File: src/rtl/scene_sequencer_pkg.sv
// Shared types and constants for the scene sequencer: scene codes, controller states
// and the darkest fade level.
package scene_sequencer_pkg;

  typedef enum logic [1:0] {
    SceneTitle = 2'd0,
    SceneGame  = 2'd1,
    SceneEnd   = 2'd2
  } scene_t;

  typedef enum logic [2:0] {
    StTitle,
    StGame,
    StFadeOut,
    StFadeIn,
    StEndShow,
    StEndReady
  } state_t;

  localparam logic [2:0] FADE_MAX = 3'd7;

endpackage

File: src/rtl/frame_tick_counter.sv
// Modulo-N counter that advances on frame ticks. It pulses o_wrap on the tick that
// returns it to zero, and a synchronous clear holds it at zero.
module frame_tick_counter #(
  parameter int unsigned N = 4
) (
  input  logic i_clk,
  input  logic i_rst_n,
  input  logic i_tick,
  input  logic i_clear,
  output logic o_wrap
);

  localparam int unsigned W = $clog2(N) + 1;
  localparam logic [W-1:0] Last = W'(N - 1);

  logic [W-1:0] cnt_q, cnt_d;

  assign o_wrap = i_tick & ~i_clear & (cnt_q == Last);

  always_comb begin
    cnt_d = cnt_q;
    if (i_clear) begin
      cnt_d = '0;
    end else if (i_tick) begin
      cnt_d = o_wrap ? '0 : cnt_q + W'(1);
    end
  end

  always_ff @(posedge i_clk or negedge i_rst_n) begin
    if (!i_rst_n) begin
      cnt_q <= '0;
    end else begin
      cnt_q <= cnt_d;
    end
  end

endmodule

File: src/rtl/scene_sequencer.sv
// Screen controller for the VGA path. It selects the title, game or end frame, fades
// between them on frame ticks, and latches the winner for the end screen.
module scene_sequencer
  import scene_sequencer_pkg::*;
#(
  parameter int unsigned FADE_DIV       = 4,
  parameter int unsigned END_MIN_FRAMES = 180,
  parameter int unsigned BLINK_FRAMES   = 32
) (
  input  logic       i_clk,
  input  logic       i_rst_n,
  input  logic       i_frame_tick,
  input  logic       i_start,
  input  logic       i_game_over,
  input  logic       i_p1_win,
  output logic [1:0] o_scene,
  output logic [2:0] o_fade,
  output logic       o_is_p1_win,
  output logic       o_game_en,
  output logic       o_blink,
  output logic       o_busy
);

  state_t     state_q, state_d;
  scene_t     target_q, target_d;
  scene_t     scene_q, scene_d;
  logic [2:0] fade_q, fade_d;
  logic       win_q, win_d;
  logic       game_en_q, game_en_d;
  logic       blink_q, blink_d;
  logic       busy_q, busy_d;
  logic       start_pend_q, start_pend_d;
  logic       over_pend_q, over_pend_d;

  logic in_fade, in_show, in_ready;
  logic start_ok, over_ok, start_evt, over_evt;
  logic div_wrap, hold_wrap, blink_wrap;

  assign in_fade   = (state_q == StFadeOut) || (state_q == StFadeIn);
  assign in_show   = (state_q == StEndShow);
  assign in_ready  = (state_q == StEndReady);
  assign start_ok  = (state_q == StTitle) || in_ready;
  assign over_ok   = (state_q == StGame);
  // A pulse arriving on the tick cycle itself counts as the event for that tick.
  assign start_evt = start_ok & (start_pend_q | i_start);
  assign over_evt  = over_ok & (over_pend_q | i_game_over);

  frame_tick_counter #(.N(FADE_DIV)) u_fade_div (
    .i_clk   (i_clk),
    .i_rst_n (i_rst_n),
    .i_tick  (i_frame_tick & in_fade),
    .i_clear (~in_fade),
    .o_wrap  (div_wrap)
  );

  frame_tick_counter #(.N(END_MIN_FRAMES)) u_end_hold (
    .i_clk   (i_clk),
    .i_rst_n (i_rst_n),
    .i_tick  (i_frame_tick & in_show),
    .i_clear (~in_show),
    .o_wrap  (hold_wrap)
  );

  frame_tick_counter #(.N(BLINK_FRAMES)) u_blink (
    .i_clk   (i_clk),
    .i_rst_n (i_rst_n),
    .i_tick  (i_frame_tick & in_ready),
    .i_clear (~in_ready),
    .o_wrap  (blink_wrap)
  );

  always_ff @(posedge i_clk or negedge i_rst_n) begin
    if (!i_rst_n) begin
      state_q      <= StTitle;
      target_q     <= SceneTitle;
      scene_q      <= SceneTitle;
      fade_q       <= '0;
      win_q        <= 1'b0;
      game_en_q    <= 1'b0;
      blink_q      <= 1'b0;
      busy_q       <= 1'b0;
      start_pend_q <= 1'b0;
      over_pend_q  <= 1'b0;
    end else begin
      state_q      <= state_d;
      target_q     <= target_d;
      scene_q      <= scene_d;
      fade_q       <= fade_d;
      win_q        <= win_d;
      game_en_q    <= game_en_d;
      blink_q      <= blink_d;
      busy_q       <= busy_d;
      start_pend_q <= start_pend_d;
      over_pend_q  <= over_pend_d;
    end
  end

  always_comb begin
    state_d  = state_q;
    target_d = target_q;
    if (i_frame_tick) begin
      unique case (state_q)
        StTitle: begin
          if (start_evt) begin
            state_d  = StFadeOut;
            target_d = SceneGame;
          end
        end
        StGame: begin
          if (over_evt) begin
            state_d  = StFadeOut;
            target_d = SceneEnd;
          end
        end
        StFadeOut: begin
          if (div_wrap && (fade_q == FADE_MAX)) state_d = StFadeIn;
        end
        StFadeIn: begin
          if (div_wrap && (fade_q == '0)) begin
            unique case (target_q)
              SceneGame: state_d = StGame;
              SceneEnd:  state_d = StEndShow;
              default:   state_d = StTitle;
            endcase
          end
        end
        StEndShow: begin
          if (hold_wrap) state_d = StEndReady;
        end
        StEndReady: begin
          if (start_evt) begin
            state_d  = StFadeOut;
            target_d = SceneTitle;
          end
        end
        default: state_d = StTitle;
      endcase
    end
  end

  always_comb begin
    scene_d      = scene_q;
    fade_d       = fade_q;
    win_d        = win_q;
    game_en_d    = (state_d == StGame);
    busy_d       = (state_d == StFadeOut) || (state_d == StFadeIn);
    start_pend_d = start_pend_q;
    over_pend_d  = over_pend_q;
    blink_d      = blink_q;

    // Every tick consumes whatever is pending; leaving a state also happens only on ticks.
    if (!start_ok || i_frame_tick) begin
      start_pend_d = 1'b0;
    end else if (i_start) begin
      start_pend_d = 1'b1;
    end
    if (!over_ok || i_frame_tick) begin
      over_pend_d = 1'b0;
    end else if (i_game_over) begin
      over_pend_d = 1'b1;
    end

    if (over_ok && i_game_over) win_d = i_p1_win;

    if ((state_q == StFadeOut) && div_wrap) begin
      if (fade_q == FADE_MAX) begin
        scene_d = target_q;
      end else begin
        fade_d = fade_q + 3'd1;
      end
    end
    if ((state_q == StFadeIn) && div_wrap && (fade_q != '0)) begin
      fade_d = fade_q - 3'd1;
    end

    if (state_d != StEndReady) begin
      blink_d = 1'b0;
    end else if (blink_wrap) begin
      blink_d = ~blink_q;
    end
  end

  assign o_scene     = scene_q;
  assign o_fade      = fade_q;
  assign o_is_p1_win = win_q;
  assign o_game_en   = game_en_q;
  assign o_blink     = blink_q;
  assign o_busy      = busy_q;

endmodule

File: config.mk
export PLATFORM = sky130hd
export DESIGN_NAME = scene_sequencer
export DESIGN_NICKNAME = d
export VERILOG_FILES = /design/src/rtl/scene_sequencer_pkg.sv /design/src/rtl/frame_tick_counter.sv /design/src/rtl/scene_sequencer.sv
export SDC_FILE = /design/constraint.sdc
export NUM_CORES = 1
export LEC_CHECK = 0
export ABC_CLOCK_PERIOD_IN_PS = 4450
export CAP_MARGIN = 20
export CORE_UTILIZATION = 41
export CTS_CLUSTER_DIAMETER = 150
export CTS_CLUSTER_SIZE = 12
export DETAILED_ROUTE_END_ITERATION = 8
export GPL_TIMING_DRIVEN = 0
export SYNTH_ARGS = -nofsm -noshare
export SYNTH_HDL_FRONTEND = slang
export SYNTH_HIERARCHICAL = 1
export SYNTH_SLANG_ARGS = --single-unit
File: constraint.sdc
create_clock -name i_clk -period 4.45 [get_ports i_clk]
set_input_delay 0.6675 -clock i_clk [delete_from_list [all_inputs] [get_ports i_clk]]
set_output_delay 0.6675 -clock i_clk [all_outputs]
set_load 0.02 [all_outputs]
==> flow_summary_export.csv <==
group,metric,value,unit
status,outcome,"complete, but fails checks",
status,violations,"DRC",
clocking,cts_root_buffer,"clkbuf_8",
route,dr.pass1.iters,6,
finish,final_area,2280,µm²
finish,final_cells,279,
route,viasPerCell,5.97,
global_route,antenna_found_initial,0,
sta,rsz0062_at_grt,"no",
place,place_area,2170,µm²
clocking,cts_tree,"built",
logic_synthesis,synth_top_flop_cell,"dfrtp_1",
clocking,clk_pin_slew,0.07,ns
clocking,htreeDepth,2,
power,p_comb_share,33.3,%
global_route,gr-usage-all-layers,17.6,%
finish,drive_gt1_share,12.8,%
sta,slew_viol_final,0,
place,port_buffers,14,
worst_setup_path,cp.arrival,4.27,ns
floorplan,fp.dieH,71.2,µm
worst_setup_path,r2r_end,"o_fade[2]",
clocking,postCtsSetupBuffers,0,
place,pre_cts_ws,-0.0299,ns
worst_setup_path,slowest_stage,"clkdlybuf4s50_1",
sta,maxClockFrequency,0.243,GHz
sta,slew_headroom,50.2,%
logic_synthesis,synth.avg_cell_area,9.59,µm²
power,p_leak,0.918,nW
power,power_switching,0.343,mW
floorplan,rows,24,
power,power.density,441,nW/µm²
sta,fin_crit,4.11,ns
logic_synthesis,ys_seq_elements,34,
floorplan,ios,15,
logic_synthesis,ys_warn_count,6,
worst_setup_path,cp_max_fo,10,
logic_synthesis,ys_top_cells_by_area,"dfrtp_1 (43%), nand2_1 (3.2%), o21ai_0 (3.1%)",
clocking,clk_latency,0.28,ns
logic_synthesis,ys_seq_area_share,43.3,%
route,routed_wl,4.05,mm
route,drtIter0Drc,73,
route,vias,1667,
worst_setup_path,critPathLaunchType,"input pin",
worst_setup_path,timing.rr.start,"state_q[2]",
worst_setup_path,crit_buf_inv,2,
power,p_int,0.663,mW
logic_synthesis,async_reset_ff_share,100,%
global_route,grt_pass1_wl,7.11,mm
sta,tightest_slew,0.747,ns
power,seqPwrFrac,38.6,%
clocking,clockBufferDepth,2,
logic_synthesis,ys_types,57,
logic_synthesis,synth.top_cell.area_share,43.3,%
floorplan,die-width,71.2,µm
power,pwr-share-clk,28.2,%
job,maxCapViolCount,0,
sta,skew,0.00506,ns
global_route,grt_max_degree,35,
floorplan,start_util,43.9,%
worst_setup_path,critPathTopFamily,"simple AND/OR/NAND/NOR gates",
finish,register_area,851,µm²
finish,num-fill-cells,400,
logic_synthesis,netlist_area,1970,µm²
place,gp_congestion,0.781,
worst_setup_path,r2r_slack,0.85,ns
logic_synthesis,synth_enable_flop_cells,0,
finish,multi_input_area,1050,µm²
sta,hold_viol_final,0,
sta,holdWs,0.449,ns
logic_synthesis,synth_commonest_cells,"dfrtp_1 (34), nand2_1 (17), nor2_1 (16)",
finish,fin_util,51.1,%
worst_setup_path,crit_path_max_incr_delay,0.56,ns
finish,area_growth,16.2,%
route,drc_errors,1,
worst_setup_path,cp_data_required_time,4.61,ns
logic_synthesis,synth_largest_area_cell,"dfrtp_1",
route,routedWlPerCell,14.5,µm
logic_synthesis,syn_nets,215,
worst_setup_path,r2r_cells,11,
sta,setup_ws,0.336,ns
finish,fin_nets,236,
floorplan,core,4470,µm²
sta,fin_crit_sh,92.5,%
clocking,postCtsHoldBufs,0,
finish,num_antenna_cells,0,
clocking,clkSinkCount,34,
floorplan,dieArea,5080,µm²
place,dpl.cell_count,271,
sta,final-setup-viol-count,0,
hold_path,min_path_type,"input pin to async pin",
worst_setup_path,worst-setup-path-type,"input pin to register",
power,max-vdd-ir-drop,0.241,mV
place,hpwl,2.93,mm
worst_setup_path,worstPathCellList,"clkdlybuf4s50_1 > clkbuf_1 > nand2_1 > nor2_1 > nor3b_2 > nand3b_1 > a211o_1 > fa_1 > nand2b_1 > or3_1 > a21oi_1 > a211oi_1",
logic_synthesis,yosysMostFrequentCell,"dfrtp_1",
global_route,overflow,0,
route,final_antenna_net_count,0,
logic_synthesis,netlist_instances,205,
clocking,cts_buffers,5,
worst_setup_path,end_kind,"register",
power,p_sw_share,34.1,%
global_route,grt_pass1_vias,1590,
[layout make-up]
| cell class | instances | share of cell area [%] |
|---|---|---|
| Tap cell | 52 | 2.85 |
| Timing Repair Buffer | 14 | 5.91 |
| Inverter | 8 | 1.31 |
| Sequential cell | 34 | 37.2 |
| Buffer | 8 | 1.92 |
| Clock buffer | 5 | 3.01 |
| Clock inverter | 3 | 1.97 |
| Multi-Input combinational cell | 155 | 45.8 |
[worst max path at each step]
stage                             from         to  slack [ns]  cells past startpoint
final                     i_frame_tick  o_fade[2]        0.34                     12
after global routing      i_frame_tick  o_fade[2]        0.07                     12
after CTS                 i_frame_tick  o_fade[2]        0.28                     12
after detailed placement  i_frame_tick  o_fade[2]       -0.03                     12
after global placement    i_frame_tick  o_fade[2]        0.13                     12
after floorplan           i_frame_tick  o_fade[2]        1.21                     11
[flip-flops by register name (all words and copies together) (netlist names)]
name,flops
target_q,2
state_q,3
o_is_p1_win,1
o_scene,2
start_pend_q,1
o_fade,3
o_blink,1
u_end_hold/cnt_q,9
u_blink/cnt_q,6
over_pend_q,1
o_busy,1
o_game_en,1
u_fade_div/cnt_q,3
[cells in the final DEF, fill, tap and decap left out, drive strengths merged, types with 2 or more instances in the layout]
| cell | instances |
|---|---|
| buf | 6 |
| a211oi | 2 |
| nand2b | 8 |
| o22ai | 2 |
| nor3b | 3 |
| nor2 | 16 |
| a211o | 4 |
| dfrtp | 34 |
| nor4 | 2 |
| nand4 | 4 |
| and3 | 4 |
| o21a | 2 |
| a31oi | 2 |
| clkbuf | 8 |
| and2 | 2 |
| nand3 | 10 |
| clkdlybuf4s50 | 13 |
| a21oi | 9 |
| xor2 | 4 |
| clkinvlp | 2 |
| inv | 8 |
| or3 | 2 |
| nor4b | 2 |
| nand3b | 3 |
| nand2 | 17 |
| xnor2 | 2 |
| ha | 3 |
| or3b | 2 |
| or2b | 2 |
| o21ai | 12 |
| nor2b | 5 |
| nor3 | 6 |
| mux2 | 4 |
| o32ai | 2 |
[cells by family after synthesis]
logic type                 count (synthesis)  share of synthesized area, %
xor gates and xnor gates                   6                          2.67
adders and majority gates                  4                          2.93
and+or+nand+nor                           92                          27.4
buffers and inverters                     16                          3.76
muxes                                      5                          2.80
AOI/OAI and AO/OA                         48                          17.2
DFF                                       34                          43.3
[power groups by stage]
stage / Sequential (mW) / Clock [mW] / Combinational [mW]
3_5_place_dp: 0.394 / 0 / 0.331
2_1_floorplan: 0.410 / 0 / 0.210
4_1_cts: 0.388 / 0.294 / 0.334
3_3_place_gp: 0.391 / 0 / 0.318
5_1_grt: 0.392 / 0.307 / 0.371
6_report: 0.388 / 0.284 / 0.335
[per-layer routing]
| metal | GRT usage (%) | wire [µm] |
|---|---|---|
| met1 | 23.0 | 1910 |
| met2 | 29.2 | 1930 |
| met3 | 4.50 | 191 |
| met4 | 4.22 | 27 |
| met5 | 0 | 0 |
[stage by stage]
| stage | setup TNS (ns) | power, mW |
|---|---|---|
| finish | 0 | 1.01 |
| global route | 0 | 1.07 |
| CTS | 0 | 1.02 |
| detailed placement | -0.0299 | 0.725 |
| global placement | 0 | 0.709 |
| floorplan | 0 | 0.620 |
[repair_timing]
action,in CTS,in global routing
endpoints found under the setup margin,0,1
resized for setup,0,1
hold endpoints to repair,0,0
(Power assumes the default switching activity.)
